## src/rtl/ls163_modn_ctrl_if.sv

```systemverilog
// ls163_modn_ctrl_if
// Groups everything that crosses the controller boundary except CLK/RST_L.
//   Host side    : START, HOLD, PRESET, PERIODS -> ; <- BUSY, DONE, WRAPS
//   Counter side : Q -> ; <- CLR_L, LD_L, ENT, ENP, D
//   Debug        : STATE exposes the controller FSM state encoding.
// Modports: slave = the controller, master = whoever drives host and counter.
interface ls163_modn_ctrl_if #(
  parameter int PW = 8
);
  logic          START;
  logic          HOLD;
  logic [3:0]    PRESET;
  logic [PW-1:0] PERIODS;
  logic [3:0]    Q;
  logic          CLR_L;
  logic          LD_L;
  logic          ENT;
  logic          ENP;
  logic [3:0]    D;
  logic          BUSY;
  logic          DONE;
  logic [PW-1:0] WRAPS;
  logic [2:0]    STATE;

  modport slave (
    input  START, HOLD, PRESET, PERIODS, Q,
    output CLR_L, LD_L, ENT, ENP, D, BUSY, DONE, WRAPS, STATE
  );

  modport master (
    output START, HOLD, PRESET, PERIODS, Q,
    input  CLR_L, LD_L, ENT, ENP, D, BUSY, DONE, WRAPS, STATE
  );
endinterface

```

## src/rtl/ls163_modn_ctrl.sv

```systemverilog
// ls163_modn_ctrl
// Sequencer beside an LS74163 4-bit counter (same CLK). Turns it into a
// modulo-(16-PRESET) divider that runs for PERIODS wraps, then stops.
// Ports:
//   CLK    : rising-edge clock shared with the counter
//   RST_L  : asynchronous active-low reset
//   bus    : ls163_modn_ctrl_if.slave (host handshake, counter controls,
//            counter Q feedback, STATE debug)
// Handshake: START is a request sampled only in IDLE (elsewhere ignored);
// acceptance captures PRESET/PERIODS and clears WRAPS. BUSY is high while
// the run is in progress (LOAD, RUN). DONE is a one-cycle pulse at
// completion; WRAPS then holds until the next accepted START. HOLD pauses
// counting at any time during RUN.
module ls163_modn_ctrl #(
  parameter int PW = 8
) (
  input  logic               CLK,
  input  logic               RST_L,
  ls163_modn_ctrl_if.slave   bus
);

  typedef enum logic [2:0] {
    S_INIT = 3'd0,
    S_IDLE = 3'd1,
    S_LOAD = 3'd2,
    S_RUN  = 3'd3,
    S_FIN  = 3'd4
  } state_t;

  state_t        state_q, state_d;
  logic [3:0]    preset_q, preset_d;
  logic [PW-1:0] periods_q, periods_d;
  logic [PW-1:0] wraps_q, wraps_d;

  logic          clr_l, ld_l, ent, enp, busy, done;
  logic          tc;
  logic [PW:0]   wraps_inc;

  always_ff @(posedge CLK or negedge RST_L) begin
    if (!RST_L) begin
      state_q   <= S_INIT;
      preset_q  <= '0;
      periods_q <= '0;
      wraps_q   <= '0;
    end else begin
      state_q   <= state_d;
      preset_q  <= preset_d;
      periods_q <= periods_d;
      wraps_q   <= wraps_d;
    end
  end

  // Extra bit so the "is this the last wrap" compare cannot overflow.
  assign wraps_inc = {1'b0, wraps_q} + {{PW{1'b0}}, 1'b1};
  // Counter terminal count; a held counter never produces a wrap.
  assign tc = (bus.Q == 4'hF) && !bus.HOLD;

  always_comb begin
    state_d   = state_q;
    preset_d  = preset_q;
    periods_d = periods_q;
    wraps_d   = wraps_q;
    clr_l     = 1'b1;
    ld_l      = 1'b1;
    ent       = 1'b0;
    enp       = 1'b0;
    busy      = 1'b0;
    done      = 1'b0;

    unique case (state_q)
      S_INIT: begin
        // Clears the counter on the first edge after reset release.
        clr_l   = 1'b0;
        state_d = S_IDLE;
      end

      S_IDLE: begin
        if (bus.START) begin
          preset_d  = bus.PRESET;
          periods_d = bus.PERIODS;
          wraps_d   = '0;
          state_d   = (bus.PERIODS == '0) ? S_FIN : S_LOAD;
        end
      end

      S_LOAD: begin
        busy    = 1'b1;
        ld_l    = 1'b0;
        state_d = S_RUN;
      end

      S_RUN: begin
        busy = 1'b1;
        ent  = 1'b1;
        enp  = !bus.HOLD;
        if (tc) begin
          wraps_d = wraps_inc[PW-1:0];
          if (wraps_inc < {1'b0, periods_q}) begin
            // More wraps to go: reload instead of rolling over to 0.
            ld_l = 1'b0;
          end else begin
            // Final wrap: leave the counter at 0 for the next run.
            clr_l   = 1'b0;
            state_d = S_FIN;
          end
        end
      end

      S_FIN: begin
        done    = 1'b1;
        state_d = S_IDLE;
      end

      default: begin
        state_d = S_INIT;
      end
    endcase
  end

  assign bus.CLR_L = clr_l;
  assign bus.LD_L  = ld_l;
  assign bus.ENT   = ent;
  assign bus.ENP   = enp;
  // preset_q resets to 0, so D reads 0 until a run is captured.
  assign bus.D     = preset_q;
  assign bus.BUSY  = busy;
  assign bus.DONE  = done;
  assign bus.WRAPS = wraps_q;
  assign bus.STATE = state_q;

endmodule

```

## src/flat_wrapper.sv

```systemverilog
// flat-port wrapper written by rule: the top's interface ports become plain ports
module ls163_modn_ctrl_flat 
#(
  parameter int PW = 8
)
  (CLK, RST_L, bus_START, bus_HOLD, bus_PRESET, bus_PERIODS, bus_Q, bus_CLR_L, bus_LD_L, bus_ENT, bus_ENP, bus_D, bus_BUSY, bus_DONE, bus_WRAPS, bus_STATE);
  ls163_modn_ctrl_if #(.PW(PW)) bus_i ();
  input  logic CLK;
  input  logic RST_L;
  input wire logic [$bits(bus_i.START)-1:0] bus_START;
  input wire logic [$bits(bus_i.HOLD)-1:0] bus_HOLD;
  input wire logic [$bits(bus_i.PRESET)-1:0] bus_PRESET;
  input wire logic [$bits(bus_i.PERIODS)-1:0] bus_PERIODS;
  input wire logic [$bits(bus_i.Q)-1:0] bus_Q;
  output wire logic [$bits(bus_i.CLR_L)-1:0] bus_CLR_L;
  output wire logic [$bits(bus_i.LD_L)-1:0] bus_LD_L;
  output wire logic [$bits(bus_i.ENT)-1:0] bus_ENT;
  output wire logic [$bits(bus_i.ENP)-1:0] bus_ENP;
  output wire logic [$bits(bus_i.D)-1:0] bus_D;
  output wire logic [$bits(bus_i.BUSY)-1:0] bus_BUSY;
  output wire logic [$bits(bus_i.DONE)-1:0] bus_DONE;
  output wire logic [$bits(bus_i.WRAPS)-1:0] bus_WRAPS;
  output wire logic [$bits(bus_i.STATE)-1:0] bus_STATE;
  assign bus_i.START = bus_START;
  assign bus_i.HOLD = bus_HOLD;
  assign bus_i.PRESET = bus_PRESET;
  assign bus_i.PERIODS = bus_PERIODS;
  assign bus_i.Q = bus_Q;
  assign bus_CLR_L = bus_i.CLR_L;
  assign bus_LD_L = bus_i.LD_L;
  assign bus_ENT = bus_i.ENT;
  assign bus_ENP = bus_i.ENP;
  assign bus_D = bus_i.D;
  assign bus_BUSY = bus_i.BUSY;
  assign bus_DONE = bus_i.DONE;
  assign bus_WRAPS = bus_i.WRAPS;
  assign bus_STATE = bus_i.STATE;
  ls163_modn_ctrl #(.PW(PW)) u_core (.CLK(CLK), .RST_L(RST_L), .bus(bus_i));
endmodule
```

## config.mk

```make
export PLATFORM = sky130hd
export DESIGN_NAME = ls163_modn_ctrl_flat
export DESIGN_NICKNAME = d
export VERILOG_FILES = /design/src/rtl/ls163_modn_ctrl_if.sv /design/src/rtl/ls163_modn_ctrl.sv /design/src/flat_wrapper.sv
export SDC_FILE = /design/constraint.sdc
export NUM_CORES = 1
export LEC_CHECK = 0
export ABC_AREA = 1
export CAP_MARGIN = 5
export CORE_MARGIN = 4
export CORE_UTILIZATION = 40
export DETAILED_ROUTE_END_ITERATION = 7
export MAX_ROUTING_LAYER = met4
export PLACE_DENSITY = 0.84
export SKIP_LAST_GASP = 1
export SLEW_MARGIN = 20
export SYNTH_ARGS = -nofsm -noshare
export SYNTH_HDL_FRONTEND = slang
export SYNTH_SLANG_ARGS = --single-unit
```

## constraint.sdc

```tcl
create_clock -name CLK -period 1.93 [get_ports CLK]
set_input_delay 0.193 -clock CLK [delete_from_list [all_inputs] [get_ports CLK]]
set_output_delay 0.193 -clock CLK [all_outputs]
set_load 0.1 [all_outputs]
```

; After elaboration in Yosys (flattened, before gate mapping)
; Cells that the tools add are included.
; W data, S select, Z words.
[word_totals]
register_bits = 23
latch_bits = 0
ram_bits = 0
romBits = 0
inputBits = 20
output_inout_bits = 21
word_cells = 42
n_memories = 0
[classes]
add_sub_neg = 1
multipliers = 0
div_mod_pow = 0
order_cmp = 1
n_eq_ne = 8
shifts = 0
muxes = 18
bitwise = 0
reduce_logical = 10
[ops]
columns = operator, n
row1 = $mux W8, 2
row2 = $pmux W8 S2, 1
row3 = $mux W3, 4
row4 = $pmux W3 S4, 1
row5 = $add A8 B1 Y9 const B, 1
row6 = $lt A9 B8 Y1, 1
row7 = $logic_not A8 Y1, 1
row8 = $mux W1, 8
row9 = $eq A3 B2 Y1 const B, 2
row10 = $reduce_and A3 Y1, 2
row11 = $eq A4 B4 Y1 const B, 1
row12 = $ne A2 B2 Y1 const B, 2
row13 = $pmux W1 S2, 2
row14 = $reduce_or A2 Y1, 2
row15 = $eq A3 B1 Y1 const B, 1
row16 = $eq A3 B3 Y1 const B, 1
row17 = $logic_not A3 Y1, 1
row18 = $ne A2 B1 Y1 const B, 1
row19 = $reduce_and A2 Y1, 1
row20 = $reduce_bool A2 Y1, 1
row21 = $logic_and A1 B1 Y1, 1
row22 = $logic_not A1 Y1, 1

; Depth between registers and ports, before layout
[depth]
depth_word = 5
mapped_depth = 15
mapped_depth_nobuf = 15

; Least setup slack after synthesis
; No wires, ideal clock.
[synth_timing]
kind = register to output
start = reg u_core.state_q[1], in the netlist u_core.bus.STATE[1]
end = out bus_LD_L
t_arrival_ns = 3.748
t_required_ns = 1.737
slack_ns = -2.011
path_stages_with_launch = 4
n_path_buf = 0
path_cell_list = dfrtp_1 -> inv_2 -> nor2_1 -> nand3_1
[synth_via]
elab_chain_cells = 2
elab_cells_between_ends = 3
cone_classes = eq/ne (2) / mux (1)
[synth_rtl]
columns = item, line
row1 = "start, declared", ls163_modn_ctrl.sv:30  ; state_t state_q, state_d;
row2 = "start signal, assigned", ls163_modn_ctrl.sv:46  ; state_q <= state_d;
row3 = $eq A3 B2 Y1, ls163_modn_ctrl.sv:70  ; unique case (state_q)
row4 = $pmux W1 S2 *, ls163_modn_ctrl.sv:70
row5 = "end, declared", flat_wrapper.sv:16  ; output wire logic [$bits(bus_i.LD_L)-1:0] bus_LD_L;
; Mark *: on every way between the ends. The rest lies on a longest branch, timed or not.

; Worst setup path in the final report
[layout_timing]
start = reg u_core.wraps_q[3], in the netlist u_core.bus.WRAPS[3]
end = out bus_LD_L
[layout_via]
elab_chain_cells = 5
[layout_rtl]
columns = item, line
row1 = "start, declared", ls163_modn_ctrl.sv:33  ; logic [PW-1:0] wraps_q, wraps_d;
row2 = "start signal, assigned", ls163_modn_ctrl.sv:49  ; wraps_q <= wraps_d;
row3 = $add A8 B1 Y9, ls163_modn_ctrl.sv:54  ; assign wraps_inc = {1'b0, wraps_q} + {{PW{1'b0}}, 1'b1};
row4 = $lt A9 B8 Y1, ls163_modn_ctrl.sv:98  ; if (wraps_inc < {1'b0, periods_q}) begin
row5 = $mux W1, ls163_modn_ctrl.sv:98
row6 = $mux W1, ls163_modn_ctrl.sv:96  ; if (tc) begin
row7 = $pmux W1 S2, ls163_modn_ctrl.sv:70
; Every way passes these cells.

==> out/summary.md <==
Number of global-route vias before repair: 1344. Type of destination of the critical path: an output port. Once the floorplan was initialized, standard cells occupied 41.8% of the core. The stage delay of the slowest cell on the critical path is 0.46 ns. The die covers 4560 um2.

Counting flops with an async set or reset pin after synthesis yields a share of 100%. In this run the worst path has a maximum fanout of 4. In this run, distinct cell masters in the synthesized netlist total 26. The most common cell in the synthesized netlist is sky130_fd_sc_hd__nand2_1. The via density per instance came out at 4.93. The first global-routing pass estimated 5800 um of wire. The number of nets in the final layout is 276, and the layout overhead on the synthesized area is 64.7%. After clock tree synthesis, the clock-pin slew on the worst setup and hold paths is 0.14 ns. TritonCTS built the clock tree.

The detailed router finished its first iteration with 172 violations. The floorplan step set the die height to 67.5 um. Sorting the synthesized cells by area gives the leading types as sky130_fd_sc_hd__dfrtp_1 (41%), sky130_fd_sc_hd__nand2_1 (10%), sky130_fd_sc_hd__inv_1 (9.8%), sky130_fd_sc_hd__ha_1 (7.1%), sky130_fd_sc_hd__o21ai_0 (5.6%).

The run gives 24 as the pin count of the biggest net entering global routing. During placement, the flow inserted port buffers numbering 40. Setup violations remaining at the end of the flow were counted as 5. In this design, the critical path's most frequently occurring cell is sky130_fd_sc_hd__nand2_1. The wire-length estimate of the detail-placed layout is 2550 um. In this run, synthesis inferred 0 flip-flops with an integrated enable.

Setup repair after global routing could not meet its margin everywhere. For the global placer's final weighted congestion, the log shows 0.865. The critical path goes through nand4_1 > or2_1 > nor2_1 > nand2_1 > nand2_2 > inv_2 > ha_4 > nand3_4 > a21oi_2 > nand2_1 > nand2_1 > nand2_2 > nand3_4 > buf_12. The checks that failed: negative setup slack.

For the final routed database, the setup TNS stands at -2.63 ns. The area share of the leading cell type in the synthesized netlist is 40.6%, and the post-synth design cell area is 1420 um2. In the final routed layout, each cell accounts on average for 13.5 um. In this run the standard cell core region covers 3390 um2.

The number of nets in the synthesized netlist is 204. The run finished, with violations left. The final critical path takes up 143% of the cycle. Worst hold path class: in -> async. The run gives 0 as the max-slew violation count. After the flow finishes, the layout carries non-filler instances totaling 293. The tools report the total via count after detailed routing as 1445. After floorplanning, the core was divided into 21 placement rows. For this design, the sink count on the clock tree is 23. The cell count after synthesis was 176. The setup path with the least slack is of type reg -> out. Global routing used 17.2% of the available tracks. The predominant post-synthesis flop cell is sky130_fd_sc_hd__dfrtp_1.

In this run the deepest clock path goes through 2 buffers. The run gives 0.00784 ns as the post-route clock skew. The routed design could run at a clock period as short as 2.75 ns. For the total of hold buffers inserted after clock tree synthesis, the log shows 0. Cells fill 68.9% of the core in the end.

On the critical path the largest part of the delay comes from simple AND/OR/NAND/NOR gates. Clock tree synthesis inserted a total of 3 buffers. Headroom to the max-slew limit came out at 75.5%.

CTS placed an instance of sky130_fd_sc_hd__clkbuf_4 at the clock tree root. For this run, design rule violations remaining after detail routing come to 0. The width of the die is 67.5 um. The post-detailed-routing wire length is 3950 um. The arrival time at the worst endpoint was 2.56 ns. The clock latency on the worst-skew pair is 0.32 ns, and the flip-flop and latch count after synthesis is 23. Based on the critical path, the design can be clocked at up to 363 MHz. The finished cells cover 2330 um2. The measured slew at the worst slew-check pin works out to 0.367 ns. The share of post-route cells with drive strength above 1 was 42.1%. For the number of routed nets with antenna violations, the log shows 0. The tools report the hold violation total from the final report as 0.

A synthesized cell averages 8.05 um2. The number of levels the H-tree was split into is 1. The synthesized design spends more area on one cell type than any other, namely sky130_fd_sc_hd__dfrtp_1.

Data on the critical path is required at its endpoint by 1.74 ns. Together, buffers and inverters on the worst path number 2. The count of antenna diodes in the layout was 0.

The Yosys step of the flow raised 0 warnings. The tools report the aggregate global routing overflow as 0. After detailed placement, the design holds a cell count of 275. The pre-antenna-repair detailed-routing pass consisted of 4 iterations.

For the number of antenna violations at the first check in global routing, the log shows 0. For this run, the register share of the synthesized area comes to 40.6%. Worst setup slack after layout: -0.824 ns. During I/O placement, the number of pins put on the boundary was 41. The worst setup path is launched from a flop. Standard cell with the maximum stage delay on the critical path: sky130_fd_sc_hd__dfrtp_4. The commonest cells after synthesis are sky130_fd_sc_hd__nand2_1 (39), sky130_fd_sc_hd__inv_1 (37), sky130_fd_sc_hd__dfrtp_1 (23), sky130_fd_sc_hd__o21ai_0 (16), sky130_fd_sc_hd__nand3_1 (10). After detailed placement, the total cell area comes to 2100 um2.

The number of maximum-capacitance constraint violations came out at 0.
==> cells by family (layout without fill, tap and decap cells) <==
group / Yosys count / after routing / synth area share (%)
buf+inv: 42 / 113 / 11.6
compound gates: 26 / 26 / 9.80
simple gates: 70 / 70 / 24.8
mux: 4 / 4 / 4.24
flops: 23 / 23 / 40.6
fa+ha+maj: 8 / 8 / 7.06
xor+xnor: 3 / 3 / 1.85
==> layout make-up <==
class,instances,area [um2]
clock buffer,3,22.5
clock inverter,1,7.51
fill,231,1050
inverter,40,153
multi-input combinational,111,845
sequential,23,606
tap,46,57.6
timing repair buffer,69,644
==> placed cells by master, fill, tap and decap left out, types with 2 or more instances in the layout <==
cell                              netlist  routed
sky130_fd_sc_hd__ha_4                   0       3
sky130_fd_sc_hd__clkbuf_4               0       3
sky130_fd_sc_hd__o21ai_0               16      16
sky130_fd_sc_hd__dfrtp_2                0       3
sky130_fd_sc_hd__dfrtp_4                0       7
sky130_fd_sc_hd__buf_4                  0      43
sky130_fd_sc_hd__mux2_4                 4       4
sky130_fd_sc_hd__nor2_4                 0       2
sky130_fd_sc_hd__nand2_1               39      33
sky130_fd_sc_hd__nand2_2                1       7
sky130_fd_sc_hd__o21bai_1               2       2
sky130_fd_sc_hd__xor2_2                 0       2
sky130_fd_sc_hd__nor2_2                 1       2
sky130_fd_sc_hd__nand3_1               10       4
sky130_fd_sc_hd__nor2_1                 7       4
sky130_fd_sc_hd__clkdlybuf4s50_1        0      19
sky130_fd_sc_hd__nand3_4                1       6
sky130_fd_sc_hd__buf_12                 0       6
sky130_fd_sc_hd__inv_2                  3       5
sky130_fd_sc_hd__nand2_4                2       2
sky130_fd_sc_hd__o21ai_1                3       3
sky130_fd_sc_hd__dfrtp_1               23      13
sky130_fd_sc_hd__ha_1                   8       5
sky130_fd_sc_hd__inv_1                 37      34
sky130_fd_sc_hd__nand4_1                5       5
==> state kept, by name, summed over array words and instances (netlist names) <==
signal / count
u_core.bus.WRAPS: 8
u_core.bus.D: 4
u_core.periods_q: 8
u_core.bus.STATE: 3
==> metal layers <==
layer  wire (um)  global-route usage [%]  up-vias
li1            -                       -      694
met1        1600                    21.5      671
met2        2000                    27.8       66
met3         235                    2.50       14
met4         119                    6.58        0
met5           0                       -        -
==> through the flow <==
step                hold slack (ns)  setup WS [ns]
floorplan                    -0.103         -0.545
global placement              0.466         -0.323
detailed placement            0.474         -0.409
CTS                           0.204         -0.762
global route                  0.207         -0.929
finish                        0.197         -0.824
==> path summary, 6_finish.rpt <==
kind | cells past startpoint | slack [ns] | from | end
max | 14 | -0.82 | u_core.bus.WRAPS[3]$_DFFE_PN0P_ | bus_LD_L
min | 2 | 0.20 | RST_L | u_core.bus.WRAPS[4]$_DFFE_PN0P_
max reg2reg | 14 | -0.36 | u_core.bus.WRAPS[3]$_DFFE_PN0P_ | u_core.bus.STATE[2]$_DFFE_PN0P_
min reg2reg | 2 | 0.50 | u_core.periods_q[4]$_DFFE_PN0P_ | u_core.periods_q[4]$_DFFE_PN0P_
max in group asynchronous | 2 | 1.47 | RST_L | u_core.bus.STATE[0]$_DFFE_PN0P_
min in group CLK | 3 | 0.43 | bus_PERIODS[1] | u_core.periods_q[1]$_DFFE_PN0P_
==> timing repair <==
action | 4_1_cts | 5_1_grt
hold endpoints to repair | 0 | 0
setup endpoints to repair | 5 | 6
setup buffers | 9 | 8
pin swaps | 0 | 15
resized for setup | 4 | 17
Power is not shown: default switching activity piles up to over one toggle a cycle in this logic, so the estimate is an artifact.
